**config.mk**
```make
export PLATFORM = sky130hd
export DESIGN_NAME = binary_adder_32_bit_serial
export DESIGN_NICKNAME = d
export VERILOG_FILES = /design/src/rtl/binary_arith_pkg.sv /design/src/rtl/digit_adder.sv /design/src/rtl/binary_adder_32_bit_serial.sv
export SDC_FILE = /design/constraint.sdc
export NUM_CORES = 1
export LEC_CHECK = 0
export CAP_MARGIN = 20
export CORE_AREA = 2 2 107 109
export CTS_CLUSTER_DIAMETER = 40
export DETAILED_ROUTE_END_ITERATION = 10
export DIE_AREA = 0 0 109 111
export PLACE_DENSITY = 0.84
export SYNTH_ARGS = -nofsm -noshare
export SYNTH_HDL_FRONTEND = slang
export SYNTH_SLANG_ARGS = --single-unit
```
**constraint.sdc**
```tcl
create_clock -name clk -period 1.9 [get_ports clk]
set_input_delay 0.57 -clock clk [delete_from_list [all_inputs] [get_ports clk]]
set_output_delay 0.57 -clock clk [all_outputs]
set_load 0.05 [all_outputs]
```
**src/rtl/binary_arith_pkg.sv**
```systemverilog
// Shared definitions for the serial binary arithmetic blocks: FSM state
// encoding, default operand width and the digit-count helper.
package binary_arith_pkg;

  typedef enum logic [1:0] {
    IDLE = 2'd0,
    RUN  = 2'd1,
    DONE = 2'd2
  } state_e;

  localparam int unsigned DEFAULT_WIDTH = 32;

  // Number of DIGIT_W-wide digits in a WIDTH-bit operand; a zero digit width
  // is rejected at elaboration by the user, so return 1 to keep math defined.
  function automatic int unsigned digit_count(input int unsigned width,
                                              input int unsigned digit_w);
    if (digit_w == 0) begin
      return 1;
    end else begin
      return width / digit_w;
    end
  endfunction

endpackage

```
**src/rtl/digit_adder.sv**
```systemverilog
// DIGIT_W-bit combinational ripple-carry adder with carry-in and carry-out;
// one instance forms the whole datapath of the serial adder.
module digit_adder #(
  parameter int unsigned DIGIT_W = 1
) (
  input  logic [DIGIT_W-1:0] a_i,
  input  logic [DIGIT_W-1:0] b_i,
  input  logic               cin_i,
  output logic [DIGIT_W-1:0] sum_o,
  output logic               cout_o
);

  // Ripple the carry through the digit one bit at a time.
  always_comb begin
    logic carry_v;
    carry_v = cin_i;
    sum_o   = '0;
    for (int i = 0; i < int'(DIGIT_W); i++) begin
      sum_o[i] = a_i[i] ^ b_i[i] ^ carry_v;
      carry_v  = (a_i[i] & b_i[i]) | (carry_v & (a_i[i] ^ b_i[i]));
    end
    cout_o = carry_v;
  end

endmodule

```
**src/rtl/binary_adder_32_bit_serial.sv**
```systemverilog
// Serial adder s = a + b + cin, DIGIT_W bits per clock LSB first, with a
// start/ready/done handshake. Define ADDER_OVERFLOW_FLAG_EN to add the ovf port.
module binary_adder_32_bit_serial
  import binary_arith_pkg::*;
#(
  parameter int unsigned WIDTH   = DEFAULT_WIDTH,
  parameter int unsigned DIGIT_W = 1
) (
  input  logic             clk,
  input  logic             reset_n,
  input  logic             start,
  input  logic [WIDTH-1:0] a,
  input  logic [WIDTH-1:0] b,
  input  logic             cin,
  output logic             ready,
  output logic             done,
  output logic [WIDTH-1:0] s,
  output logic             cout
`ifdef ADDER_OVERFLOW_FLAG_EN
  ,
  output logic             ovf
`endif
);

  localparam int unsigned      NDIG     = digit_count(WIDTH, DIGIT_W);
  localparam int unsigned      CNT_W    = $clog2(NDIG) + 1;
  localparam logic [CNT_W-1:0] LAST_CNT = CNT_W'(NDIG - 1);

  generate
    if (DIGIT_W == 0 || (WIDTH % DIGIT_W) != 0) begin : g_bad_digit_w
      $error("DIGIT_W must be non-zero and divide WIDTH exactly");
    end
  endgenerate

  state_e             state_q;
  logic [WIDTH-1:0]   a_sh_q;
  logic [WIDTH-1:0]   b_sh_q;
  logic [WIDTH-1:0]   res_q;
  logic [WIDTH-1:0]   res_d;
  logic [WIDTH-1:0]   s_q;
  logic               carry_q;
  logic               cout_q;
  logic               ready_q;
  logic               done_q;
  logic [CNT_W-1:0]   cnt_q;
  logic [DIGIT_W-1:0] dig_sum_s;
  logic               dig_cout_s;
  logic               last_s;
`ifdef ADDER_OVERFLOW_FLAG_EN
  logic               ovf_q;
  logic               ovf_d;
`endif

  digit_adder #(
    .DIGIT_W (DIGIT_W)
  ) u_digit_adder (
    .a_i    (a_sh_q[DIGIT_W-1:0]),
    .b_i    (b_sh_q[DIGIT_W-1:0]),
    .cin_i  (carry_q),
    .sum_o  (dig_sum_s),
    .cout_o (dig_cout_s)
  );

  // The partial sum fills from the top so the last digit lands in place.
  always_comb begin
    res_d  = (res_q >> DIGIT_W) | (WIDTH'(dig_sum_s) << (WIDTH - DIGIT_W));
    last_s = (cnt_q == LAST_CNT);
  end

`ifdef ADDER_OVERFLOW_FLAG_EN
  // Carry into the MSB is recovered from the MSB sum bit of the final digit.
  always_comb begin
    ovf_d = a_sh_q[DIGIT_W-1] ^ b_sh_q[DIGIT_W-1] ^ dig_sum_s[DIGIT_W-1] ^ dig_cout_s;
  end
`endif

  // Control FSM with datapath registers; all outputs are registered.
  always_ff @(posedge clk or negedge reset_n) begin
    if (!reset_n) begin
      state_q <= IDLE;
      a_sh_q  <= '0;
      b_sh_q  <= '0;
      res_q   <= '0;
      s_q     <= '0;
      carry_q <= 1'b0;
      cout_q  <= 1'b0;
      cnt_q   <= '0;
      ready_q <= 1'b1;
      done_q  <= 1'b0;
`ifdef ADDER_OVERFLOW_FLAG_EN
      ovf_q   <= 1'b0;
`endif
    end else begin
      case (state_q)
        IDLE, DONE: begin
          if (start) begin
            a_sh_q  <= a;
            b_sh_q  <= b;
            res_q   <= '0;
            carry_q <= cin;
            cnt_q   <= '0;
            ready_q <= 1'b0;
            done_q  <= 1'b0;
            state_q <= RUN;
          end
        end
        RUN: begin
          a_sh_q  <= a_sh_q >> DIGIT_W;
          b_sh_q  <= b_sh_q >> DIGIT_W;
          res_q   <= res_d;
          carry_q <= dig_cout_s;
          cnt_q   <= cnt_q + CNT_W'(1);
          if (last_s) begin
            s_q     <= res_d;
            cout_q  <= dig_cout_s;
            ready_q <= 1'b1;
            done_q  <= 1'b1;
            state_q <= DONE;
`ifdef ADDER_OVERFLOW_FLAG_EN
            ovf_q   <= ovf_d;
`endif
          end
        end
        default: begin
          ready_q <= 1'b1;
          done_q  <= 1'b0;
          state_q <= IDLE;
        end
      endcase
    end
  end

  assign ready = ready_q;
  assign done  = done_q;
  assign s     = s_q;
  assign cout  = cout_q;
`ifdef ADDER_OVERFLOW_FLAG_EN
  assign ovf   = ovf_q;
`endif

endmodule

```
==> impl_metrics.yaml <==
setup_path:
  regToRegStartpoint: "done"
  critical_path.max_stage_delay_ns: 0.59
  timing.critical_path.cells: "buf_12"
  worstPathRequired_ns: 1.33
  critical_path_class: "reg2out"
  r2r_end: "s[17]"
  cp-end-kind: "primary output"
  worstPathArrival_ns: 1.14
  critical_path.n_buffers_inverters: 1
  ff2ff_path_depth: 4
  timing.critical_path.fanout_max: 3
  crit_path_start_kind: "flip-flop"
  crit_path_leading_delay_family: "flip-flops"
  crit_path_top_delay_cell: "sky130_fd_sc_hd__dfstp_2"
  reg2reg_slack_ns: 0.21
yosys:
  yosysWarningCount: 0
  synth_enable_flop_cells: 0
  post_synth_top_cells: "137 x sky130_fd_sc_hd__dfrtp_1, 67 x sky130_fd_sc_hd__nand2_1, 65 x sky130_fd_sc_hd__nand3_1, 63 x sky130_fd_sc_hd__a22oi_1, 34 x sky130_fd_sc_hd__a22o_1"
  ys_seq_area_frac: 0.622
  yosysMostFrequentCell: "sky130_fd_sc_hd__dfrtp_1"
  async_flop_share: 1.00
  post_synth_instance_area_sq_um: 5560
  yosys_most_used_dff: "sky130_fd_sc_hd__dfrtp_1"
  synth_largest_type_area_fraction: 0.617
  synth_cell_type_count: 28
  post_synth.cell_area_avg_sq_um: 12.0
  netlist.top_cell.by_area: "sky130_fd_sc_hd__dfrtp_1"
  postSynthRegisterBits: 138
  ys_top_cells_by_area: "sky130_fd_sc_hd__dfrtp_1 62%, sky130_fd_sc_hd__a22oi_1 8.5%, sky130_fd_sc_hd__mux2_2 6.1%"
  postSynthNetCount: 534
  synthCells: 464
timing:
  period_share: 0.898
  hold_viol: 0
  worstMarginPinSlew_ns: 0.453
  fin_skew_ns: 0.00734
  timing.fmax_mhz: 586
  setup_total_negative_slack_ns: 0
  report.final.slew_viol_count: 0
  post-route-worst-setup-slack_ns: 0.193
  report.final.setup_viol: 0
  grt_setup_unrepaired: "false"
  slew_headroom: 0.698
  final_period_minus_worst_setup_slack_ns: 1.71
routing:
  first_iter_violations: 320
  final_routed_wirelength_across_all_metal_layers_mm: 11.9
  route.vias.total: 4121
  ant_nets: 0
  detail_route.drc_violations: 0
  drt_pre_antenna_iters: 5
  post_dr_wirelength_cell_um: 16.6
  route.detailed.vias_per_inst: 5.72
floorplan:
  chipWidth_um: 109
  initial_utilization: 0.502
  fp.dieArea_sq_um: 12100
  die_extent_in_y_um: 111
  fp-row-count: 39
  pin_count: 103
  area_inside_the_core_boundary_sq_um: 11100
clocking:
  cts_hold_buf: 0
  tritoncts.num_buffers: 17
  cts-root-to-sink-buffers: 2
  htree_levels: 4
  clockRootBuffer: "sky130_fd_sc_hd__clkbuf_16"
  postCtsResizedCells: 0
  worst_skew_pair.late_latency_ns: 0.40
  cts_num_sinks: 138
  tritoncts: "done"
  cts.repair_timing.setup_buffer_count: 0
  cts.clk_slew.worst_paths_ns: 0.06
grt:
  global_route.overflow_total: 0
  initial_antenna_violation_count: 0
  wire_length_of_the_first_global_routing_pass_mm: 20.4
  grt_pass1_vias: 4043
  global_router_s_overall_resource_usage: 0.215
  maximum_number_of_pins_on_one_net_before_global_route_repair: 48
pwr:
  power_report.internal_total_mw: 7.02
  peakVddDrop_mv: 0.659
  powerDensity_nw_per_um2: 1410
  share_seq_of_total_power: 0.446
  share_comb_of_total_power: 0.261
  switching_power_mw: 3.34
  pwr-share-clk: 0.293
  netSwitchingFraction: 0.323
  power.static_leakage_nw: 3.40
finish:
  final_layout_size_suffix_gt1_frac: 0.218
  final_core_density: 0.664
  syn2layout_area_growth_pct: 32.2
  final_cell_area_sq_um: 7350
  fin_nets: 636
  insertedDiodeCount: 0
flow_run:
  cap_viol_max_count: 0
run_status:
  run_status: "finished clean"
placement:
  dp_hpwl_mm: 8.02
  gp_routability_congestion: 0.797
  dp_slack_ns: -0.0266
  placement.cell_area_sq_um: 6800
  buffer_ports.inserted: 102
hold_path:
  holdCritPathClass: "in2async"
## through the flow
| stage | hold WS [ns] | total power [mW] | cells |
|---|---|---|---|
| 2_1_floorplan | 0.274 | 6.38 | 464 |
| 3_3_place_gp | 0.466 | 7.18 | 690 |
| 3_5_place_dp | 0.477 | 7.37 | 690 |
| 4_1_cts | 0.106 | 10.4 | 721 |
| 5_1_grt | 0.134 | 11.0 | 721 |
| 6_report | 0.102 | 10.4 | 721 |
## flip-flops by register name, indices dropped and copies added (netlist names)
signal   cells
cout         1
s           32
cnt_q        6
done         1
a_sh_q      32
state_q      1
res_q       31
carry_q      1
ready        1
b_sh_q      32
## worst max path at each step
stage | start | end | slack [ns] | depth (start not counted)
after floorplan | done | s[10] | -0.03 | 5
after global placement | start | res_q[17] | 0.04 | 5
after detailed placement | start | res_q[6] | -0.03 | 5
after CTS | ready | ready | 0.19 | 1
after global routing | cnt_q[0] | cout | 0.05 | 4
final | ready | ready | 0.19 | 1
## cell type report
class	instances	area, sq um
clock buffer	18	429
clock inverter	13	121
fill	783	3730
multi-input combinational	286	1950
sequential	138	3460
tap	143	179
timing repair buffer	123	1220
## layout by cell type, fill, tap and decap left out, types with 3 or more instances in the layout
master / netlist / final
sky130_fd_sc_hd__nand2_1: 67 / 67
sky130_fd_sc_hd__clkbuf_16: 0 / 17
sky130_fd_sc_hd__mux2_1: 3 / 3
sky130_fd_sc_hd__a22o_1: 34 / 34
sky130_fd_sc_hd__nand3_1: 65 / 65
sky130_fd_sc_hd__buf_12: 0 / 10
sky130_fd_sc_hd__a22oi_1: 63 / 63
sky130_fd_sc_hd__clkdlybuf4s50_1: 0 / 66
sky130_fd_sc_hd__dfrtp_1: 137 / 136
sky130_fd_sc_hd__buf_4: 0 / 46
sky130_fd_sc_hd__inv_6: 0 / 3
sky130_fd_sc_hd__clkinvlp_4: 0 / 5
sky130_fd_sc_hd__mux2_2: 30 / 30
## power groups by stage
stage / Sequential (mW) / Combinational, mW / Clock [mW]
3_5_place_dp: 4.64 / 2.73 / 0
4_1_cts: 4.62 / 2.74 / 3.09
5_1_grt: 4.75 / 3.01 / 3.24
2_1_floorplan: 4.82 / 1.56 / 0
3_3_place_gp: 4.59 / 2.59 / 0
6_report: 4.62 / 2.71 / 3.03
## routing by layer
| metal | vias up | global-route usage | wire (um) |
|---|---|---|---|
| met5 | - | 0 | 0 |
| met4 | 0 | 0.0624 | 181 |
| met3 | 22 | 0.0511 | 671 |
| met2 | 149 | 0.315 | 5680 |
| met1 | 2049 | 0.319 | 5420 |
| li1 | 1901 | - | - |
## logic make-up (layout without fill, tap and decap cells)
family / Yosys count / in the layout / share of synthesized area
flops: 138 / 138 / 0.622
buf+inv: 40 / 154 / 0.0331
compound gates: 104 / 104 / 0.147
simple gates: 145 / 145 / 0.122
mux: 35 / 35 / 0.0705
fa+ha+maj: 2 / 2 / 0.00585
No activity file was read; power rests on OpenSTA's default activity.
==> RTL change, RTL diff (same settings) <==
The option `ADDER_OVERFLOW_FLAG_EN` is turned on by a define.
--- a/src/rtl/binary_adder_32_bit_serial.sv
+++ b/src/rtl/binary_adder_32_bit_serial.sv
@@ -1,5 +1,7 @@
 // Serial adder s = a + b + cin, DIGIT_W bits per clock LSB first, with a
 // start/ready/done handshake. Define ADDER_OVERFLOW_FLAG_EN to add the ovf port.
+`define ADDER_OVERFLOW_FLAG_EN
+
 module binary_adder_32_bit_serial
   import binary_arith_pkg::*;
 #(
Function (old outputs only; new: ovf): kept (Yosys induction, for registers that start in step).
==> RTL change against the unedited design <==
Via count rose by 0.70%. Sequential cell count is 1 higher. Worst hold slack lost 64 ps. Area after synthesis is 3.1% higher. Power rose by 15%. Routed wire length up 6.0%. Largest cell class unchanged. Design area rose by 3.3%. Setup slack lost 35 ps.
==> RTL change: results (changes against the unedited design) <==
The share of the synthesized netlist area taken by xor and xnor gates came out at 0.306% (+0.31 points). The arrival time reported for the critical path endpoint came out at 2030 ps (+890 ps). The final-stage net count came out at 649 (+2.0%).

The largest net degree at the start of global routing came to 68 (+42%). The post-synthesis net count is 543 (+1.7%). The flow ran to the end, and the final reports show no timing, DRC or antenna violations.

The worst-path maximum fanout is 17 (+14). The sequential share of the synthesized area came out at 60.7% (-1.4 points). The detailed-router iteration count before antenna repair came out at 6 (+1). The fraction of final layout cells with drive strength greater than 1 is 22.8% (+1.0 points). The cell count after placement is 701 (+1.6%).

The detailed-route vias per instance came out at 5.65 (-1.1%). The overall global routing resource usage came to 22.3% (+0.82 points). The placed instance area came out at 7000 sq um (+3.0%). The number of distinct library cell variants in the gate-level netlist after synthesis is 31 (+11%). The area fraction in compound gates after synthesis is 14.2% (-0.59 points). The arithmetic-cell share of the synthesized area counting full adders, half adders and majority gates came to 0.786% (+0.20 points). The leakage power summed over all cells is 3.73 nW (+9.7%). The total routed wirelength came out at 12700 microns (+6.0%). The iteration-0 DRC count of the detailed router came to 366 (+14%). The average footprint of a synthesized cell is 12.1 sq um (+1.3%). The port buffer count was 103 (+0.98%).

The total half-perimeter wirelength after legalization and detailed placement is 8370 microns (+4.4%). The worst clock skew is 8.15 ps (+0.811 ps). The number of standard cells in the layout, taps in and fillers out is 734 (+1.8%).

Ranked by total cell area, the synthesized netlist is headed by sky130_fd_sc_hd__dfrtp_1 60%, sky130_fd_sc_hd__a22oi_1 7.9%, sky130_fd_sc_hd__mux2_4 7.1%. The worst-case headroom to the max-slew limit came out at 54.2% (-16 points). The global placer's final weighted congestion came out at 0.758 (-4.8%).
-- RTL change: changes by cell type in the layout (fill, tap and decap cells not counted), moves of 4 or more --
cell                      before  now
sky130_fd_sc_hd__mux2_2       30    5
sky130_fd_sc_hd__mux2_4        0   27
sky130_fd_sc_hd__mux2i_1       2    6
sky130_fd_sc_hd__nand3_1      65   61
sky130_fd_sc_hd__inv_1         0    5
-- RTL change: cell families (layout without fill, tap and decap cells) --
kind of cell               count (synthesis)  after routing
and+or+nand+nor                          142            142
DFF                                      139            139
AOI/OAI and AO/OA                        102            102
buffers and inverters                     46            165
muxes                                     38             38
adders and majority gates                  3              3
xor gates and xnor gates                   2              2
-- RTL change: layout make-up --
type                    instances  area (sq um)
multi-input cells             287          2070
flip-flops and latches        139          3480
clock inverters                14           120
fillers                       763          3480
inverters                       5          18.8
well taps                     143           179
repair buffers                128          1280
clock buffers                  18           439
-- RTL change: critical path: stages, from the launching register on --
cell	delay [ps]
sky130_fd_sc_hd__dfrtp_1	380
sky130_fd_sc_hd__ha_2	220
sky130_fd_sc_hd__nand4_1	120
sky130_fd_sc_hd__or3_4	390
sky130_fd_sc_hd__clkbuf_16	210
sky130_fd_sc_hd__mux2_4	300
-- RTL change: per-stage QoR --
stage                     total power [mW]  setup slack, ps
after floorplan                       7.51             30.8
after global placement                8.63             25.6
after detailed placement              8.88            -40.6
after CTS                             12.0             19.7
after global routing                  12.6             60.7
final                                 11.9              158
-- RTL change: power by group through the flow --
stage	registers, mW	logic (mW)	clock network (mW)
finish	4.93	3.92	3.07
global route	5.08	4.28	3.26
detailed placement	4.95	3.92	0
CTS	4.92	3.95	3.13
floorplan	5.40	2.11	0
global placement	4.88	3.75	0
-- RTL change: final timing paths --
check,start,to,slack (ps),cells after the start
worst max-delay path,cnt_q[1],s[13],160,5
worst min-delay path,reset_n,s[24],40,1
worst max register to register,cnt_q[1],s[13],160,5
worst min register to register,a_sh_q[2],a_sh_q[2],500,2
max in group asynchronous,reset_n,b_sh_q[24],1250,2
min in group clk,a_sh_q[2],a_sh_q[2],500,2
-- RTL change: routing by layer --
metal	vias up	track usage, %	part of all wire, %	routed length, microns
li1	1935	-	-	-
met1	2065	29.5	44	5550
met2	131	36.3	50	6270
met3	19	4.88	4.9	626
met4	0	7.35	1.7	216
met5	-	0	0	0
